===== config.mk =====
export PLATFORM = sky130hd
export DESIGN_NAME = ins_queue_mp
export DESIGN_NICKNAME = d
export VERILOG_FILES = /design/src/rtl/ins_queue_mp.sv
export SDC_FILE = /design/constraint.sdc
export NUM_CORES = 2
export LEC_CHECK = 0
export CAP_MARGIN = 20
export CORE_ASPECT_RATIO = 1.2
export CORE_MARGIN = 3
export CORE_UTILIZATION = 60
export CTS_CLUSTER_DIAMETER = 100
export CTS_CLUSTER_SIZE = 14
export DETAILED_ROUTE_END_ITERATION = 8
export HOLD_SLACK_MARGIN = 0.12
export PLACE_DENSITY = 0.83
export SETUP_SLACK_MARGIN = 0.02
export SLEW_MARGIN = 10
export SYNTH_ARGS = -nofsm -noshare
export SYNTH_HDL_FRONTEND = slang
export SYNTH_SLANG_ARGS = --single-unit
export TNS_END_PERCENT = 1

===== constraint.sdc =====
create_clock -name clk -period 22.6 [get_ports clk]
set_input_delay 2.26 -clock clk [delete_from_list [all_inputs] [get_ports clk]]
set_output_delay 2.26 -clock clk [all_outputs]
set_load 0.05 [all_outputs]

===== src/rtl/ins_queue_mp.sv =====
// ins_queue_mp: multi-port circular instruction queue between fetch and decode.
// Defining INS_QUEUE_BYPASS_EN adds a zero-latency in->out forward while the queue is empty.
module ins_queue_mp #(
  parameter int XLEN         = 32,
  parameter int FETCH_WIDTH  = 2,
  parameter int DECODE_WIDTH = 2,
  parameter int DEPTH        = 8,
  parameter int PTR_WIDTH    = 3
) (
  input  logic                         clk,
  input  logic                         reset,
  input  logic                         flush,
  input  logic [FETCH_WIDTH-1:0]       in_valid,
  input  logic [FETCH_WIDTH*XLEN-1:0]  in_pc,
  input  logic [FETCH_WIDTH*XLEN-1:0]  in_next_pc,
  input  logic [FETCH_WIDTH*XLEN-1:0]  in_instr,
  output logic                         in_ready,
  output logic [DECODE_WIDTH-1:0]      out_valid,
  output logic [DECODE_WIDTH*XLEN-1:0] out_pc,
  output logic [DECODE_WIDTH*XLEN-1:0] out_next_pc,
  output logic [DECODE_WIDTH*XLEN-1:0] out_instr,
  input  logic [DECODE_WIDTH-1:0]      out_ready,
  output logic [PTR_WIDTH:0]           buf_count,
  output logic                         buf_empty,
  output logic                         buf_full
);

  localparam int CW = PTR_WIDTH + 1;

  logic [XLEN-1:0]      mem_pc_r    [DEPTH];
  logic [XLEN-1:0]      mem_npc_r   [DEPTH];
  logic [XLEN-1:0]      mem_instr_r [DEPTH];

  logic [PTR_WIDTH-1:0] wr_ptr_r;
  logic [PTR_WIDTH-1:0] rd_ptr_r;
  logic [CW-1:0]        count_r;
  logic                 in_ready_r;
  logic                 buf_empty_r;
  logic                 buf_full_r;

  logic                    bypass_s;
  logic [DECODE_WIDTH-1:0] out_valid_s;
  logic                    pop_run_s;
  logic [CW-1:0]           n_pop_s;
  logic [CW-1:0]           n_pop_mem_s;
  logic [CW-1:0]           n_skip_s;
  logic [CW-1:0]           n_wr_s;
  logic [CW-1:0]           count_next_s;
  logic [FETCH_WIDTH-1:0]  wr_en_s;
  logic [PTR_WIDTH-1:0]    wr_idx_s [FETCH_WIDTH];

`ifdef INS_QUEUE_BYPASS_EN
  assign bypass_s = (count_r == {CW{1'b0}}) && !flush;
`else
  assign bypass_s = 1'b0;
`endif

  // Read lanes: j-th oldest stored entry, or the fetch lane itself while bypassing.
  always_comb begin
    out_valid_s = '0;
    out_pc      = '0;
    out_next_pc = '0;
    out_instr   = '0;
    for (int j = 0; j < DECODE_WIDTH; j++) begin
`ifdef INS_QUEUE_BYPASS_EN
      if (bypass_s) begin
        if (j < FETCH_WIDTH) begin
          out_valid_s[j]               = in_valid[j] & in_ready_r;
          out_pc[j*XLEN +: XLEN]       = in_pc[j*XLEN +: XLEN];
          out_next_pc[j*XLEN +: XLEN]  = in_next_pc[j*XLEN +: XLEN];
          out_instr[j*XLEN +: XLEN]    = in_instr[j*XLEN +: XLEN];
        end else begin
          out_valid_s[j] = 1'b0;
        end
      end else if (count_r > CW'(j)) begin
`else
      if (count_r > CW'(j)) begin
`endif
        // Invalid lanes are forced to zero so no uninitialised storage leaks out.
        out_valid_s[j]              = 1'b1;
        out_pc[j*XLEN +: XLEN]      = mem_pc_r[rd_ptr_r + PTR_WIDTH'(j)];
        out_next_pc[j*XLEN +: XLEN] = mem_npc_r[rd_ptr_r + PTR_WIDTH'(j)];
        out_instr[j*XLEN +: XLEN]   = mem_instr_r[rd_ptr_r + PTR_WIDTH'(j)];
      end else begin
        out_valid_s[j] = 1'b0;
      end
    end
  end

  // Pop count: consumption stops at the first lane that is not both valid and ready.
  always_comb begin
    n_pop_s   = '0;
    pop_run_s = 1'b1;
    for (int j = 0; j < DECODE_WIDTH; j++) begin
      if (pop_run_s && out_valid_s[j] && out_ready[j]) begin
        n_pop_s = n_pop_s + CW'(1);
      end else begin
        pop_run_s = 1'b0;
      end
    end
  end

  // Bypassed lanes that decode took this cycle never touch storage.
  assign n_skip_s    = bypass_s ? n_pop_s : {CW{1'b0}};
  assign n_pop_mem_s = bypass_s ? {CW{1'b0}} : n_pop_s;

  // Push lanes: written lanes are packed in lane order starting at wr_ptr.
  always_comb begin
    n_wr_s  = '0;
    wr_en_s = '0;
    for (int i = 0; i < FETCH_WIDTH; i++) begin
      wr_idx_s[i] = wr_ptr_r + n_wr_s[PTR_WIDTH-1:0];
      if (!flush && in_ready_r && in_valid[i] && (CW'(i) >= n_skip_s)) begin
        wr_en_s[i] = 1'b1;
        n_wr_s     = n_wr_s + CW'(1);
      end else begin
        wr_en_s[i] = 1'b0;
      end
    end
  end

  assign count_next_s = count_r + n_wr_s - n_pop_mem_s;

  // Pointer, occupancy and status registers; flush outranks push and pop.
  always_ff @(posedge clk or negedge reset) begin
    if (!reset) begin
      wr_ptr_r    <= '0;
      rd_ptr_r    <= '0;
      count_r     <= '0;
      in_ready_r  <= 1'b1;
      buf_empty_r <= 1'b1;
      buf_full_r  <= 1'b0;
    end else if (flush) begin
      wr_ptr_r    <= '0;
      rd_ptr_r    <= '0;
      count_r     <= '0;
      in_ready_r  <= 1'b1;
      buf_empty_r <= 1'b1;
      buf_full_r  <= 1'b0;
    end else begin
      wr_ptr_r    <= wr_ptr_r + n_wr_s[PTR_WIDTH-1:0];
      rd_ptr_r    <= rd_ptr_r + n_pop_mem_s[PTR_WIDTH-1:0];
      count_r     <= count_next_s;
      in_ready_r  <= (CW'(DEPTH) - count_next_s) >= CW'(FETCH_WIDTH);
      buf_empty_r <= (count_next_s == {CW{1'b0}});
      buf_full_r  <= (count_next_s == CW'(DEPTH));
    end
  end

  // Entry storage is deliberately left unreset.
  always_ff @(posedge clk) begin
    for (int i = 0; i < FETCH_WIDTH; i++) begin
      if (wr_en_s[i]) begin
        mem_pc_r[wr_idx_s[i]]    <= in_pc[i*XLEN +: XLEN];
        mem_npc_r[wr_idx_s[i]]   <= in_next_pc[i*XLEN +: XLEN];
        mem_instr_r[wr_idx_s[i]] <= in_instr[i*XLEN +: XLEN];
      end
    end
  end

  assign in_ready  = in_ready_r;
  assign out_valid = out_valid_s;
  assign buf_count = count_r;
  assign buf_empty = buf_empty_r;
  assign buf_full  = buf_full_r;

endmodule


Word-level counts from Yosys, hierarchy flattened

Memory sizes are Yosys's and may differ from the RTL's.
Cells that the tools add are included.

Word-level logic and storage cells: 55
Memories: 3
Output and inout bits: 201
Memory bits (writable): 768
Bits in registers: 13

Memories:

| name        | depth | width | read ports | clocked after memory_dff | wr ports | line | RTL |
|---|---|---|---|---|---|---|---|
| mem_instr_r | 8     | 32    | 2          | 0                        | 2        | 32   | `logic [XLEN-1:0] mem_instr_r [DEPTH];` |
| mem_npc_r   | 8     | 32    | 2          | 0                        | 2        | 31   | `logic [XLEN-1:0] mem_npc_r [DEPTH];` |
| mem_pc_r    | 8     | 32    | 2          | 0                        | 2        | 30   | `logic [XLEN-1:0] mem_pc_r [DEPTH];` |

Eq/ne operators: 1
Magnitude comparators: 3
Reduce and logical (&&, ||, !) cells: 8
Muxes and demuxes: 25
$add $sub $neg: 9

Operators with widths:

| operator              | number |
|---|---|
| $mux W32              | 6 |
| $mux W1               | 14 |
| $mux W4               | 3 |
| $add A3 B3 Y3         | 3 |
| $add A4 B1 Y4 const B | 2 |
| $gt A4 B1 Y1 const B  | 2 |
| $logic_and A1 B1 Y1   | 6 |
| $mux W3               | 2 |
| $add A4 B4 Y4         | 1 |
| $eq A4 B4 Y1 const B  | 1 |
| $ge A4 B2 Y1 const B  | 1 |
| $logic_not A4 Y1      | 1 |
| $sub A4 B4 Y4         | 1 |
| $sub A4 B4 Y4 const A | 1 |
| $add A3 B1 Y3 const B | 1 |
| $logic_not A1 Y1      | 1 |

Logic depth before layout (Yosys ltp)

Word-level depth: 11
Depth in mapped cells: 19
Depth with buffers taken out: 17

Least setup slack after synthesis

Ideal clock, no wire load.

Path type: input port to flip-flop
Start: input flush
End: memory mem_instr_r[2][0] (enable)
Data arrival time: 9.365 ns
Setup slack: 12.552 ns
Library setup time: 0.683 ns
Data required time: 21.917 ns
Cell stages on the path: 3
Path buffers: 0
Cells stage by stage: and3b_1 nand2b_1 o21ai_0

RTL lines:

| element            | line | RTL |
|---|---|---|
| start: declaration | 12   | `input logic flush,` |
| end: declaration   | 32   |  |

Final worst setup path

Start: register rd_ptr_r[1]
End: output out_pc[33]

Word-level cells in the longest chain between the ends: 3

Ends and longest elaborated chain:

| element                  | line | RTL |
|---|---|---|
| start: declaration       | 35   | `logic [PTR_WIDTH-1:0] rd_ptr_r;` |
| start signal: assignment | 142  | `rd_ptr_r <= rd_ptr_r + n_pop_mem_s[PTR_WIDTH-1:0];` |
| $add A3 B1 Y3            | 81   | `out_pc[j*XLEN +: XLEN] = mem_pc_r[rd_ptr_r + PTR_WIDTH'(j)];` |
| $mem_v2 Z8 W32           | n/a  |  |
| $mux W32                 | 77   | `if (count_r > CW'(j)) begin` |
| end: declaration         | 19   | `output logic [DECODE_WIDTH*XLEN-1:0] out_pc,` |

Every way passes these cells.

==> flow_summary.json <==
{
  "status": "complete, no violations",
  "drt_first_pass_iters": 6,
  "post-cts-setup-buffers": 0,
  "synthDominantCellAreaShare_pct": 51.2,
  "gr-total-overflow": 0,
  "min_path_type": "reg -> reg",
  "vias": 28459,
  "cp.arrival_ns": 5.79,
  "post-route-util_pct": 69.6,
  "hold_buffers": 0,
  "numPortBuffers": 399,
  "cts-resized-gates": 0,
  "path_delay_family": "buffers and inverters",
  "synth.avg_cell_area_um2": 16.5,
  "drt-total-wl_um": 132000,
  "gp_congestion": 0.810,
  "cp_max_fo": 55,
  "tns_ns": 0,
  "antenna_found_initial": 33,
  "dp_cells": 3960,
  "cts.clk_slew.worst_paths_ns": 0.06,
  "root_buffer": "clkbuf_16",
  "drc": 0,
  "rsz0062_at_grt": "false",
  "grt_util_all_layers_pct": 33.6,
  "power_density_mw_per_mm2": 118,
  "cts_tree": "done",
  "yosysWarnings": 0,
  "worstPathRequired_ns": 20.34,
  "design.core.area_mm2": 0.0741,
  "start_util_pct": 60.8,
  "ys_ff_latch": 781,
  "layout-drive-gt1-share_pct": 41.4,
  "nFillCells": 4848,
  "synth_area_leader_cell": "edfxtp_1",
  "grt_start_max_net_pins": 66,
  "netlist_instances": 2728,
  "hpwlAfterDp_um": 74200,
  "clock.fmax_mhz": 124,
  "grt_pass1_wl_um": 197000,
  "finalHoldViolCount": 0,
  "p_leak_nw": 16.2,
  "async_reset_ff_share_pct": 1.66,
  "die_area_mm2": 0.0784,
  "ys_seq_area_share_pct": 51.9,
  "vdd.ir_drop.worst_uv": 112,
  "ys.flop_type": "edfxtp_1",
  "critPathSlowestCell": "dfrtp_4",
  "grt_pass1_vias": 30275,
  "synthTopCellsByArea": "edfxtp_1 51%, mux4_2 19%, mux2_2 18%, mux2i_1 2.2%, nand2_1 1.6%",
  "final_cell_mix": "768 x edfxtp_1, 724 x mux2_2, 399 x clkdlybuf4s50_1",
  "antenna_left": 0,
  "period_share_pct": 35.6,
  "die_height_um": 306,
  "syn_nets": 2945,
  "die_x_um": 256,
  "crit_path_start_kind": "register",
  "cp_cell_sequence": "ha_4, buf_4, buf_4, mux4_2, nand2_1, a21oi_1, clkdlybuf4s50_1",
  "num_rows": 109,
  "max-slew-margin-rel_pct": 22.7,
  "clkLatencyLatePin_ns": 0.65,
  "slowest_delay_ns": 1.11,
  "syn2layout_area_growth_pct": 14.5,
  "wire_per_inst_um": 32.4,
  "cpMostUsedCell": "buf_4",
  "synth-edff-count": 768,
  "ys_types": 39,
  "fin_crit_ns": 8.05,
  "end_kind": "output port",
  "skew_ns": 0.0332,
  "clock_path_buffers": 3,
  "path_class": "reg -> out",
  "layout_commonest_cell": "edfxtp_1",
  "final_nets": 3242,
  "cts-buffers-inserted": 61,
  "critPathBufInv": 3,
  "clkSinkCount": 781,
  "cts.htree.levels": 2,
  "final-max-slew-violation-count": 0,
  "vias_per_cell": 7.00,
  "setup_violations": 0,
  "syn_area_mm2": 0.0450,
  "final-instance-count-excl-fill": 4067,
  "max_cap_viol_count": 0,
  "worstMarginPinSlew_ns": 1.16,
  "drt_iter0_markers": 2980,
  "ios": 400
}
-- routing by layer --
layer / up-vias / part of all wire [%] / global-route usage (%)
met3: 342 / 10 / 7.53
met4: 14 / 4.2 / 14.5
met5: - / 0.071 / 0
met1: 14791 / 36 / 43.7
met2: 1667 / 49 / 55.2
li1: 11645 / - / -
-- path summary, 6_finish.rpt --
kind | startpoint | to | slack (ns) | depth (start not counted)
setup reg to reg | in_ready$_DFF_PN1_ | mem_instr_r[7][8]$_DFFE_PP_ | 18.01 | 7
hold / removal | wr_ptr_r[0]$_DFF_PN0_ | wr_ptr_r[0]$_DFF_PN0_ | 0.72 | 2
setup / recovery | rd_ptr_r[1]$_DFF_PN0_ | out_pc[33] | 14.55 | 7
min in group asynchronous | reset | buf_count[0]$_DFF_PN0_ | 2.02 | 1
max in group asynchronous | reset | rd_ptr_r[1]$_DFF_PN0_ | 20.12 | 1
hold reg to reg | wr_ptr_r[0]$_DFF_PN0_ | wr_ptr_r[0]$_DFF_PN0_ | 0.72 | 2
-- worst register-to-register path, stage by stage, from the launching register on --
cell     delay [ns]
dfstp_2        0.55
and3b_1        0.27
ha_1           0.20
ha_1           0.57
nand3_4        0.68
o21ai_4        0.37
buf_4          0.68
buf_4          0.79
-- registers in the layout, indices dropped and copies added (netlist names) --
register     count
buf_empty        1
buf_count        4
buf_full         1
wr_ptr_r         3
in_ready         1
mem_npc_r      256
rd_ptr_r         3
mem_instr_r    256
mem_pc_r       256
-- cells by family (layout without fill, tap and decap cells) --
logic type                 Yosys count  after routing  synth area share [%]
AOI/OAI and AO/OA                  107            107                  1.22
muxes                             1249           1249                  40.6
and+or+nand+nor                    331            331                  3.00
xor gates and xnor gates             8              8                 0.214
adders and majority gates           18             18                 0.567
DFF                                781            781                  51.9
other                                0             31                     0
buffers and inverters              234            543                  2.51
-- report_power, final --
| part | internal (W) | switching, W |
|---|---|---|
| registers | 0.00169 | 0.0000778 |
| logic | 0.00128 | 0.00207 |
| clock network | 0.000488 | 0.000494 |
-- area by class of cell --
| cell class | count | area [um2] | area share [%] |
|---|---|---|---|
| Inverter | 13 | 48.8 | 0.0946 |
| Multi-Input combinational cell | 1713 | 20700 | 40.1 |
| Antenna cell | 31 | 77.6 | 0.150 |
| Tap cell | 999 | 1250 | 2.42 |
| Sequential cell | 781 | 23400 | 45.4 |
| Clock inverter | 2 | 21.3 | 0.0413 |
| Timing Repair Buffer | 455 | 4470 | 8.66 |
| Clock buffer | 73 | 1590 | 3.09 |
-- per-stage QoR --
stage          instance area (um2)  hold slack [ns]  setup slack [ns]  power (W)
3_3_place_gp                 49800            0.695             15.10    0.00510
3_5_place_dp                 49800            0.706             15.12    0.00514
2_1_floorplan                45000            0.608             12.55    0.00408
6_report                     51600            0.717             14.55    0.00610
4_1_cts                      51500            0.719             14.45    0.00612
5_1_grt                      51500            0.751             14.30    0.00631
-- synth_stat cells (2+ instances only) --
master    instances
nand2b_1          4
dfrtp_1          11
nor2_1          104
clkbuf_1         58
ha_1             14
dfstp_2           2
and3b_1           2
fa_1              4
mux2i_1          97
inv_1            13
mux2_2          724
or2_2             3
edfxtp_1        768
nand3_1           2
buf_6             3
buf_2           137
nor3_4            2
nor2b_1           6
nand2_1         197
buf_1             8
o21bai_1          2
nand3_2           2
and2_1            2
mux4_2          384
xnor2_1           5
buf_4            15
o21ai_0           4
nor3_2            2
nor3_1            3
a21oi_1          98
mux2_1           44
Power figures use the tool's default switching activity.
